## src/rtl/cpu_sequencer.sv

```systemverilog
// Multi-cycle FETCH/DECODE/EXECUTE/WRITEBACK sequencer for the 3-bit-opcode core.
// Optional retire counter output enabled by defining CPU_SEQ_RETIRE_CNT_EN.
module cpu_sequencer #(
  parameter int unsigned OPCODE  = 3,
  parameter int unsigned INSTR_W = 16,
  parameter int unsigned PC_W    = 8,
  parameter int unsigned TIMEOUT = 15
) (
  input  logic               clk,
  input  logic               rst_n,
  input  logic               run,
  output logic               imem_req,
  output logic [PC_W-1:0]    imem_addr,
  input  logic               imem_valid,
  input  logic [INSTR_W-1:0] imem_rdata,
  output logic [INSTR_W-1:0] ir,
  output logic [OPCODE-1:0]  opcode,
  input  logic               dec_reg_wr_en,
  input  logic               dec_alu_op,
  input  logic               dec_imm_op,
  output logic               rf_wr_en,
  output logic               alu_op,
  output logic               imm_sel,
  output logic [PC_W-1:0]    pc,
  output logic               busy,
  output logic               halted,
  output logic               fault
`ifdef CPU_SEQ_RETIRE_CNT_EN
  ,
  output logic [15:0]        retire_cnt
`endif
);

  localparam int unsigned TmoW = $clog2(TIMEOUT + 1);
  localparam logic [TmoW-1:0] TmoMax = TmoW'(TIMEOUT);
  localparam logic [OPCODE-1:0] OpHalt = '1;

  typedef enum logic [2:0] {
    StIdle,
    StFetch,
    StDecode,
    StExecute,
    StWriteback,
    StHalted,
    StFault
  } state_e;

  state_e             state_q, state_d;
  logic [PC_W-1:0]    pc_q;
  logic [INSTR_W-1:0] ir_q;
  logic [TmoW-1:0]    tmo_q, tmo_inc;
  logic               alu_op_q, imm_sel_q, wb_pending_q;
  logic               imem_req_q, rf_wr_en_q, busy_q, halted_q, fault_q;

  assign opcode    = ir_q[INSTR_W-1 -: OPCODE];
  assign imem_addr = pc_q;
  assign pc        = pc_q;
  assign ir        = ir_q;
  assign imem_req  = imem_req_q;
  assign rf_wr_en  = rf_wr_en_q;
  assign alu_op    = alu_op_q;
  assign imm_sel   = imm_sel_q;
  assign busy      = busy_q;
  assign halted    = halted_q;
  assign fault     = fault_q;

  always_comb begin
    state_d = state_q;
    tmo_inc = tmo_q + TmoW'(1);
    unique case (state_q)
      StIdle: begin
        if (run) state_d = StFetch;
      end
      StFetch: begin
        // A valid arriving on the final wait cycle still wins over the fault.
        if (imem_valid) begin
          state_d = StDecode;
        end else if (tmo_inc == TmoMax) begin
          state_d = StFault;
        end
      end
      StDecode: begin
        state_d = (opcode == OpHalt) ? StHalted : StExecute;
      end
      StExecute: begin
        state_d = StWriteback;
      end
      StWriteback: begin
        state_d = run ? StFetch : StIdle;
      end
      StHalted: begin
        if (!run) state_d = StIdle;
      end
      StFault: begin
        state_d = StFault;
      end
      default: begin
        state_d = StIdle;
      end
    endcase
  end

  always_ff @(posedge clk or negedge rst_n) begin
    if (!rst_n) begin
      state_q      <= StIdle;
      pc_q         <= '0;
      ir_q         <= '0;
      tmo_q        <= '0;
      alu_op_q     <= 1'b0;
      imm_sel_q    <= 1'b0;
      wb_pending_q <= 1'b0;
      imem_req_q   <= 1'b0;
      rf_wr_en_q   <= 1'b0;
      busy_q       <= 1'b0;
      halted_q     <= 1'b0;
      fault_q      <= 1'b0;
    end else begin
      state_q <= state_d;
      // Counter is held at zero outside FETCH, so every FETCH entry starts fresh.
      tmo_q   <= (state_q == StFetch && !imem_valid) ? tmo_inc : '0;
      if (state_q == StFetch && imem_valid) begin
        ir_q <= imem_rdata;
      end
      if (state_q == StDecode) begin
        alu_op_q     <= dec_alu_op;
        imm_sel_q    <= dec_imm_op;
        wb_pending_q <= (opcode != OpHalt) && (dec_reg_wr_en || dec_imm_op);
      end
      if (state_q == StWriteback) begin
        pc_q <= pc_q + PC_W'(1);
      end
      // Outputs are registered from the next state so they align with it.
      imem_req_q <= (state_d == StFetch);
      rf_wr_en_q <= (state_d == StWriteback) && wb_pending_q;
      busy_q     <= (state_d inside {StFetch, StDecode, StExecute, StWriteback});
      halted_q   <= (state_d == StHalted);
      fault_q    <= (state_d == StFault);
    end
  end

`ifdef CPU_SEQ_RETIRE_CNT_EN
  logic [15:0] retire_q;

  assign retire_cnt = retire_q;

  always_ff @(posedge clk or negedge rst_n) begin
    if (!rst_n) begin
      retire_q <= '0;
    end else if (state_q == StWriteback) begin
      retire_q <= retire_q + 16'd1;
    end
  end
`endif

endmodule

```

## config.mk

```make
export PLATFORM = sky130hd
export DESIGN_NAME = cpu_sequencer
export DESIGN_NICKNAME = d
export VERILOG_FILES = /design/src/rtl/cpu_sequencer.sv
export SDC_FILE = /design/constraint.sdc
export NUM_CORES = 1
export LEC_CHECK = 0
export ABC_AREA = 1
export BUFFER_PORTS_ARGS = -buffer_cell sky130_fd_sc_hd__clkbuf_2
export CAP_MARGIN = 20
export CORE_AREA = 5 5 67 69
export DETAILED_ROUTE_END_ITERATION = 10
export DIE_AREA = 0 0 72 74
export HOLD_SLACK_MARGIN = 0.06
export PLACE_DENSITY = 0.84
export SLEW_MARGIN = 20
export SYNTH_ARGS = -nofsm -noshare
export SYNTH_HDL_FRONTEND = slang
export SYNTH_SLANG_ARGS = --single-unit
```

## constraint.sdc

```tcl
create_clock -name clk -period 3.8 [get_ports clk]
set_input_delay 1.14 -clock clk [delete_from_list [all_inputs] [get_ports clk]]
set_output_delay 1.14 -clock clk [all_outputs]
set_load 0.01 [all_outputs]
```

==> results of run 1 <==
[registers in the layout, indices dropped and copies added, names as in the netlist]
name	cells
imm_sel	1
imem_req	1
wb_pending_q	1
ir	16
alu_op	1
state_q	3
fault	1
imem_addr	8
busy	1
halted	1
rf_wr_en	1
tmo_q	4
[worst paths after layout]
path / startpoint / endpoint / cells after the start
worst max-delay path: imem_addr[4]$_DFFE_PN0N_ / imem_addr[4] / 1
worst min-delay path: imem_addr[7]$_DFFE_PN0N_ / imem_addr[7]$_DFFE_PN0N_ / 1
worst max register to register: tmo_q[0]$_DFF_PN0_ / busy$_DFF_PN0_ / 9
worst min register to register: imem_addr[7]$_DFFE_PN0N_ / imem_addr[7]$_DFFE_PN0N_ / 1
max in group asynchronous: rst_n / ir[0]$_DFFE_PN0P_ / 2
min in group asynchronous: rst_n / imem_addr[2]$_DFFE_PN0N_ / 1
[routing by layer]
layer	vias up	part of all wire
li1	622	-
met1	582	0.41
met2	48	0.47
met3	5	0.096
met4	0	0.016
met5	-	0
[placed cells by master (no fill, tap or decap), drive strengths merged]
cell type,n
nand2,30
nor3,2
o21ai,2
clkinv,2
a31oi,1
nor2,18
xnor2,4
mux2,17
xor2,2
bufinv,1
nand4,2
nand3,10
inv,18
ha,3
dfrtp,39
a21oi,2
clkbuf,69
buf,1
[cells in the mapped netlist (all sizes together)]
master   n
ha       3
o21ai    2
nand4    2
a21oi    2
nand2   30
inv     18
xor2     2
nor2    18
buf     12
mux2    17
nand3   10
nor3     2
dfrtp   39
xnor2    4
a31oi    1
[area by class of cell]
cell class	instances	area (µm²)	area share
sequential	39	975.9	0.4439
multi-input combinational	93	639.4	0.2908
timing repair buffer	65	340.3	0.1548
clock buffer	5	68.82	0.03130
inverter	18	67.56	0.03073
tap	50	62.56	0.02846
clock inverter	3	43.79	0.01992
[metrics by stage]
step / hold WS [ns] / total power, W
finish: 0.5044 / 0.001705
global route: 0.5310 / 0.001842
CTS: 0.5048 / 0.001732
detailed placement: 0.4922 / 0.001381
global placement: 0.4628 / 0.001354
floorplan: 0.4572 / 0.001169
[power by group through the flow]
stage	Combinational [W]	Clock (W)	Sequential (W)
after floorplan	0.000420	0	0.000748
final	0.000667	0.000340	0.000698
after detailed placement	0.000676	0	0.000706
after global routing	0.000749	0.000369	0.000725
after global placement	0.000657	0	0.000697
after CTS	0.000677	0.000354	0.000701
[logic make-up (layout without fill, tap and decap cells)]
group / Yosys count / after routing / synth area share
AOI/OAI and AO/OA: 5 / 5 / 0.01690
DFF: 39 / 39 / 0.5493
and+or+nand+nor: 62 / 62 / 0.1634
adders and majority gates: 3 / 3 / 0.02113
muxes: 17 / 17 / 0.1289
buffers and inverters: 30 / 91 / 0.09084
xor gates and xnor gates: 6 / 6 / 0.02958
==> flow_results.org, run 1 <==
** STA
- In the finished design, the share of the clock period the worst path needs comes to 0.5358.
- Sum Neg Setup Slack :: 0 ns
- The worst path meets setup with 1.764 ns of slack.
- For the pin with the worst max-slew slack, the measured transition is 0.3458 ns.
- Unrepaired setup endpoints after global routing :: false
- Timing would allow up to 0.4912 GHz.
- Slew Viols, Final :: 0
- Setup violations remaining at the end of the flow were counted as 0.
- Headroom to the max-slew limit came out at 0.7695.
- Count of endpoints failing hold in the final timing report :: 0
- Across the routed clock network, the largest skew measured is about 0.008 ns.
- The worst path in the final design needs a cycle of just over 2 ns, including I/O delays and setup.

** Worst setup path
- On the worst path, the slowest cell contributes a delay of 0.44 ns.
- Required time of the worst setup path :: 2.66 ns
- The critical path is of the register to primary output type.
- The setup check on the worst reg-to-reg path leaves a slack of approximately 2.3 ns.
- Crit path buffers/inverters :: 1
- Critical Path Slowest Stage Cell :: sky130_fd_sc_hd__dfrtp_1
- The worst setup path is launched from a register.
- Arrival time reported for the critical path endpoint :: around 0.90 ns
- Walking the worst path, the cells encountered are clkbuf_2.
- Along the worst path, the maximum fanout reaches 6.
- STA classifies the critical path endpoint as a primary output.
- The cell family contributing the most delay on the critical path is flip-flops.

** Clock network
- CTS root buffer :: sky130_fd_sc_hd__clkbuf_8
- Sink Count :: 39
- Post-CTS Setup Inserts :: 0
- CTS Buffer Depth :: 2
- Hold repair after CTS inserted 0 buffers.
- TritonCTS clock tree :: yes
- Worst skew pair latency :: 0.29 ns
- Once the clock tree was built, the resizer swapped 0 gates to a different size.
- Clock slew at the register clock pins of the worst setup and hold paths :: 0.08 ns
- Counting the buffers created by CTS gives 5.
- H-tree level count :: 2

** Power and ir drop
- Of the total power, the clock network draws 0.200.
- Int Pwr :: roughly 0.0011 W
- Of the total power, the share spent switching nets is 0.3605.
- Sequential Power Share :: 0.409
- Pleak :: 1.209 nW
- For this design the ratio of total power to cell area is 775.6 nW/µm².
- Part of the power in combinational logic :: 0.391
- Switching power summed over all nets :: 0.0006146 W
- IR analysis of the VDD net gives a maximum drop of 0.0005453 V.

** GRT
- The first global-routing pass estimated 5.678 mm of wire.
- For met2 alone, demand over resource in global routing was 0.2184.
- The number of global-route vias before repair is ~1,300.
- Largest net degree at the start of global routing :: 40
- Global Route Usage Sum :: 0.1396
- Overall overflow remaining after global route :: 0
- The number of antenna violations at the first check in global routing is 0.
- Most crowded layer after global routing :: met2
- Global-route track usage on met1 :: 0.1724
- In the global route stage, met3 resource usage came out at 0.05000.

** Cells and area
- For this run, the share of the core covered by cells in the final layout is 0.5701.
- Fraction of final layout cells with drive strength greater than 1 :: 0.4619
- Area growth from synthesis to layout :: 23.73%
- Fillcell total :: 353
- Number of antenna cells inserted :: 0
- Post-Layout Inst Area :: 2198 µm²
- Leaving out filler cells and counting taps, the final layout contains 273.
- The net count of the finished layout is 248.

** Route
- Vias/cell :: 4.604
- Number of detailed-route iterations in the first pass :: 3
- Count of antenna-violating nets left after detailed routing :: 0
- In the routed design, unresolved DRC markers number 0.
- The detailed router finished its first iteration with 34 violations.
- The routed layout has 1,257 vias.
- Summed over all layers, the routed wires come to ~3.4 mm.
- Routed wirelength normalized by instance count :: 12.30 µm

** Die
- The floorplan step set the die width to about 70 µm.
- Die Outline Area :: 5328 µm²
- The die is 74 µm tall.
- In this run the core area contains 23 standard-cell rows.
- The initial utilization of the core area, before any placement, comes to 0.4607.
- Core box area :: 3856 µm²
- In this run the count of I/O pins placed on the die edge is 65.

** Synth
- Number of register bits inferred by synthesis :: 39
- Mapped Nets :: 188
- Synthesis handed over a netlist of 162 instances.
- Distinct cell type count after synthesis :: 25
- Share of synthesized area occupied by flip-flops and latches :: 0.5493
- Top cells by area, synth :: sky130_fd_sc_hd__dfrtp_1, sky130_fd_sc_hd__mux2_4, sky130_fd_sc_hd__nand2_1
- The average instance in the mapped netlist occupies roughly 11 µm².
- Cell type with the highest aggregate area in the netlist :: sky130_fd_sc_hd__dfrtp_1
- Syn. warnings :: 0
- Summing every instance area after synthesis gives 1777 µm².
- The share of synthesized area in the top cell type comes to 0.5493.

** Placed design
- Counting tap cells, the placed design contains a total of 264 instances.
- Place WS :: 1.786 ns
- Buffers placed on the I/O ports in this run total 64.
- Summing all placed instances gives a cell area of between 2000 and 2500 µm².
- Routability-driven placement finished with a final weighted congestion of 0.7583.
- After legalization and detailed placement, the total HPWL measured 2.611 mm.

** Job
- Count of maximum capacitance violations :: 0

** Run status
- The run finished with clean final reports.

** Min path
- The tightest min-delay check is of the register to register type.
Power figures use the tool's default switching activity.
==> run 2, diff against run 1 <==
--- a/config.mk
+++ b/config.mk
@@ -5,12 +5,12 @@
 export SDC_FILE = /design/constraint.sdc
 export NUM_CORES = 1
 export LEC_CHECK = 0
-export ABC_AREA = 1
+export ABC_AREA = 0
 export BUFFER_PORTS_ARGS = -buffer_cell sky130_fd_sc_hd__clkbuf_2
 export CAP_MARGIN = 20
-export CORE_AREA = 5 5 67 69
+export CORE_AREA = 5 5 68 70
 export DETAILED_ROUTE_END_ITERATION = 10
-export DIE_AREA = 0 0 72 74
+export DIE_AREA = 0 0 73 75
 export HOLD_SLACK_MARGIN = 0.06
 export PLACE_DENSITY = 0.84
 export SLEW_MARGIN = 20
==> constraint.sdc (replaced) <==
create_clock -name clk -period 2.1 [get_ports clk]
set_input_delay 0.63 -clock clk [delete_from_list [all_inputs] [get_ports clk]]
set_output_delay 0.63 -clock clk [all_outputs]
set_load 0.01 [all_outputs]
==> flow_results.org, run 2 <==
** Run status
- The flow ran to the end, and the final reports show no timing, DRC or antenna violations.

** Cells and area
- Commonest non-fill, non-tap cell in the layout :: sky130_fd_sc_hd__clkbuf_2
- Flip-flop count of the largest register after layout :: 16 (unchanged)
- The antenna diode instance count is 0 (unchanged).
- Area growth from synthesis to layout :: 19.74%
- The layout cell share with drive strength beyond 1 was 0.4592 (-0.002700).
- The final core utilization is 0.5585 (-0.01158).
- Most frequent cells in the layout :: sky130_fd_sc_hd__clkbuf_2, sky130_fd_sc_hd__dfrtp_1, sky130_fd_sc_hd__mux2_4
- The net total in the final layout came to 221 (-11%).
- Fillcell total :: 348 (-1.4%)
- Fin cells :: 246 (-9.9%)

** Synth
- Yosys attributes the largest share of cell area to sky130_fd_sc_hd__dfrtp_1, sky130_fd_sc_hd__mux2_4, sky130_fd_sc_hd__mux2_1.
- sky130_fd_sc_hd__dfrtp_1 is the most common cell in the netlist.
- The commonest cells after synthesis are sky130_fd_sc_hd__dfrtp_1, sky130_fd_sc_hd__buf_4, sky130_fd_sc_hd__mux2_4.
- The number of distinct standard cells referenced by the synthesized netlist came to 40 (+60%).
- Share of flip-flops with an asynchronous set or reset :: 1.000 (unchanged)
- Mapped Nets :: 162 (-14%)
- Share of synthesized area occupied by flip-flops and latches :: 0.5346 (-0.01468)
- Synthesized instance count :: 136 (-16%)
- Number of register bits inferred by synthesis :: 39 (unchanged)
- The number of enable flip-flop cells after synthesis came to 0 (unchanged).
- The mean instance size in the synthesized netlist is 13.42 µm² (+22%).
- The summed instance area of the synthesized netlist is 1826 µm² (+2.7%).
- Cell type with the highest aggregate area in the netlist :: sky130_fd_sc_hd__dfrtp_1
- Top FF cell, synth :: sky130_fd_sc_hd__dfrtp_1
- The fraction of synthesized cell area taken by the top area cell type was 0.5346 (-0.01468).
- Syn. warnings :: 0 (unchanged)

** Placed design
- The final weighted congestion in routability-driven placement was 0.7722 (+1.8%).
- Cell total after placement :: 238 (-9.8%)
- Number of port buffers :: 64 (unchanged)
- The detailed placement HPWL is 2.702 mm (+3.5%).
- The worst-case setup slack after placement came to 0.4601 ns (-1.325 ns).

** Power and ir drop
- Int Pwr :: 0.001005 W (-7.9%)
- The reported net switching power was 0.0002656 W (-57%).
- The cell leakage power came to 1.177 nW (-2.7%).
- The proportion of total power due to net switching came to 0.2091 (-0.1514).
- The maximum vdd drop was 0.0004295 V (-21%).
- Clock share of power :: 0.373 (+0.173)
- The part of the power in combinational logic came to 0.033 (-0.358).
- The power density of the placed cells came to 581.2 nW/µm² (-25%).
- Sequential Power Share :: 0.593 (+0.184)

** Clock network
- Sink Count :: 39 (unchanged)
- CTS root buffer :: sky130_fd_sc_hd__clkbuf_8
- Number of cells upsized or downsized after cts :: 0 (unchanged)
- Number of buffers inserted during clock tree synthesis :: 5 (unchanged)
- The clock-pin transition on the worst setup and hold timing paths is 0.07 ns (about the same).
- The insertion delay of the later-clocked pin in the worst-skew pair came to 0.28 ns (about the same).
- The number of buffers inserted to repair setup after CTS is 0 (unchanged).
- H-tree level count :: 2 (unchanged)
- CTS Buffer Depth :: 2 (unchanged)
- TritonCTS clock tree :: yes
- Hold Buf Count CTS :: 0 (unchanged)

** GRT
- Global Route Usage Sum :: 0.1399 (+0.0003767)
- The pin count of the biggest net entering global routing was 40 (unchanged).
- Overall overflow remaining after global route :: 0 (unchanged)
- The global-route wire length before repair is 5.809 mm (+2.3%).
- Vias in the first global route :: 1,260 (+0.80%)
- Initial antenna violation count :: 0 (unchanged)

** STA
- The worst slack on hold paths is 0.3875 ns (-0.1169 ns).
- Max_slew headroom :: 0.6826 (-0.08691)
- Unrepaired setup endpoints after global routing :: false
- For this run, the top clock speed supported by timing is 0.6115 GHz.
- Setup skew after layout :: 0.006741 ns (-0.001303 ns)
- Total of endpoints with negative setup slack in the final report :: 0 (unchanged)
- The total count of hold-check failures in the final report is 0 (unchanged).
- The final max-slew violation count was 0 (unchanged).
- The clock period could shrink to 1.635 ns.
- The transition time at the pin with the least slew margin is 0.4761 ns (+0.1304 ns).
- Final Cycle Share :: 0.7788
- Sum Neg Setup Slack :: 0 ns (unchanged)
- The final critical-path setup slack came to 0.4646 ns (-1.300 ns).

** Route
- Iteration-0 DRC Markers :: 57 (+68%)
- The total number of vias is 1,218 (-3.1%).
- The post-detailed-route count of antenna-violating nets came to 0 (unchanged).
- The first-pass iteration count of the detailed router came to 4 (+1).
- The routed via count divided by cell count was 4.951 (+7.5%).
- The wire length after detailed routing is 3.516 mm (+4.7%).
- Number of remaining DRC errors :: 0 (unchanged)
- Routed wirelength normalized by instance count :: 14.29 µm (+16%)

** Min path
- Worst Hold Class :: input pin to asynchronous set/reset pin

** Worst setup path
- The worst-path maximum fanout came to 11 (+5).
- Critical Setup Path Class :: register to register
- Required time of the worst setup path :: 2.27 ns (-0.39 ns)
- The critical path goes through nor3b_4, and2_1, buf_4, mux2_4.
- On the critical path, the stage with the largest delay is an instance of sky130_fd_sc_hd__dfrtp_1.
- The register-to-register setup slack was 0.46 ns (-1.81 ns).
- The endpoint arrival time on the critical path came to 1.80 ns (+0.90 ns).
- STA classifies the critical path startpoint as a register.
- Crit path largest cell delay :: 0.51 ns (+0.07 ns)
- The worst setup path is captured at a register.

** Die
- Core box area :: 3914 µm² (+1.5%)
- Die Outline Area :: 5475 µm² (+2.8%)
- Std cell rows :: 23 (unchanged)
- The vertical die dimension came to 75 µm (+1.4%).
- Top-level port count :: 65 (unchanged)
- X dimension of the die :: 73 µm (+1.4%)
- Starting Density :: 0.4664 (+0.005692)

** Job
- Count of maximum capacitance violations :: 0 (unchanged)
run 2: cell types whose count changed in the layout (fill, tap and decap cells not counted), sizes merged, moves of 3 or more:
| cell | change |
|---|---|
| nand3 | -6 |
| o21ai | +5 |
| nor3b | +3 |
| nand2 | -26 |
| nor2 | -13 |
| inv | -17 |
run 2: logic make-up after synthesis:
group           Yosys count  synth area share
flops                    39            0.5346
simple gates             33            0.1227
mux                      19            0.1378
compound gates           17           0.06992
buf+inv                  16           0.07128
xor+xnor                  9           0.04318
fa+ha+maj                 3           0.02056
run 2: worst paths after layout:
path / startpoint / to / cells after the start
setup / recovery: state_q[1]$_DFF_PN0_ / ir[6]$_DFFE_PN0P_ / 4
hold / removal: rst_n / halted$_DFF_PN0_ / 2
setup reg to reg: state_q[1]$_DFF_PN0_ / ir[6]$_DFFE_PN0P_ / 4
hold reg to reg: ir[12]$_DFFE_PN0P_ / ir[12]$_DFFE_PN0P_ / 1
max in group asynchronous: rst_n / state_q[0]$_DFF_PN0_ / 2
min in group clk: ir[12]$_DFFE_PN0P_ / ir[12]$_DFFE_PN0P_ / 1
run 2: worst max-delay path: cells and delay by family (launching register included):
kind	cells	cell delay, ns
buffers and inverters	1	0.23
DFF	1	0.51
muxes	1	0.32
and+or+nand+nor	2	0.46
run 2: power groups by stage:
stage	sequential [W]	clock, W	combinational (W)
after floorplan	0.000769	0	0.00000299
after global placement	0.000768	0	0.0000430
after detailed placement	0.000768	0	0.0000444
after CTS	0.000753	0.000495	0.0000446
after global routing	0.000753	0.000523	0.0000503
final	0.000754	0.000474	0.0000424
run 2: per-layer routing:
metal	vias up	track usage	routed length [µm]
met5	-	0	0
met2	43	0.2344	1756
li1	580	-	-
met4	0	0.06762	70
met3	7	0.03471	261
met1	588	0.1692	1428
run 2: area by class of cell:
cell class	count	area [µm²]	share of cell area
sequential	39	975.9	0.4465
multi-input combinational	81	719.4	0.3291
timing repair buffer	67	342.8	0.1568
clock buffer	7	76.32	0.03492
tap	50	62.56	0.02862
clock inverter	1	5.005	0.002290
inverter	1	3.754	0.001717
run 2: metrics by stage:
| stage | instance area [µm²] | power, W |
|---|---|---|
| after floorplan | 1826 | 0.0007722 |
| after global placement | 2105 | 0.0008111 |
| after detailed placement | 2105 | 0.0008126 |
| after CTS | 2186 | 0.001293 |
| after global routing | 2186 | 0.001326 |
| final | 2186 | 0.001270 |
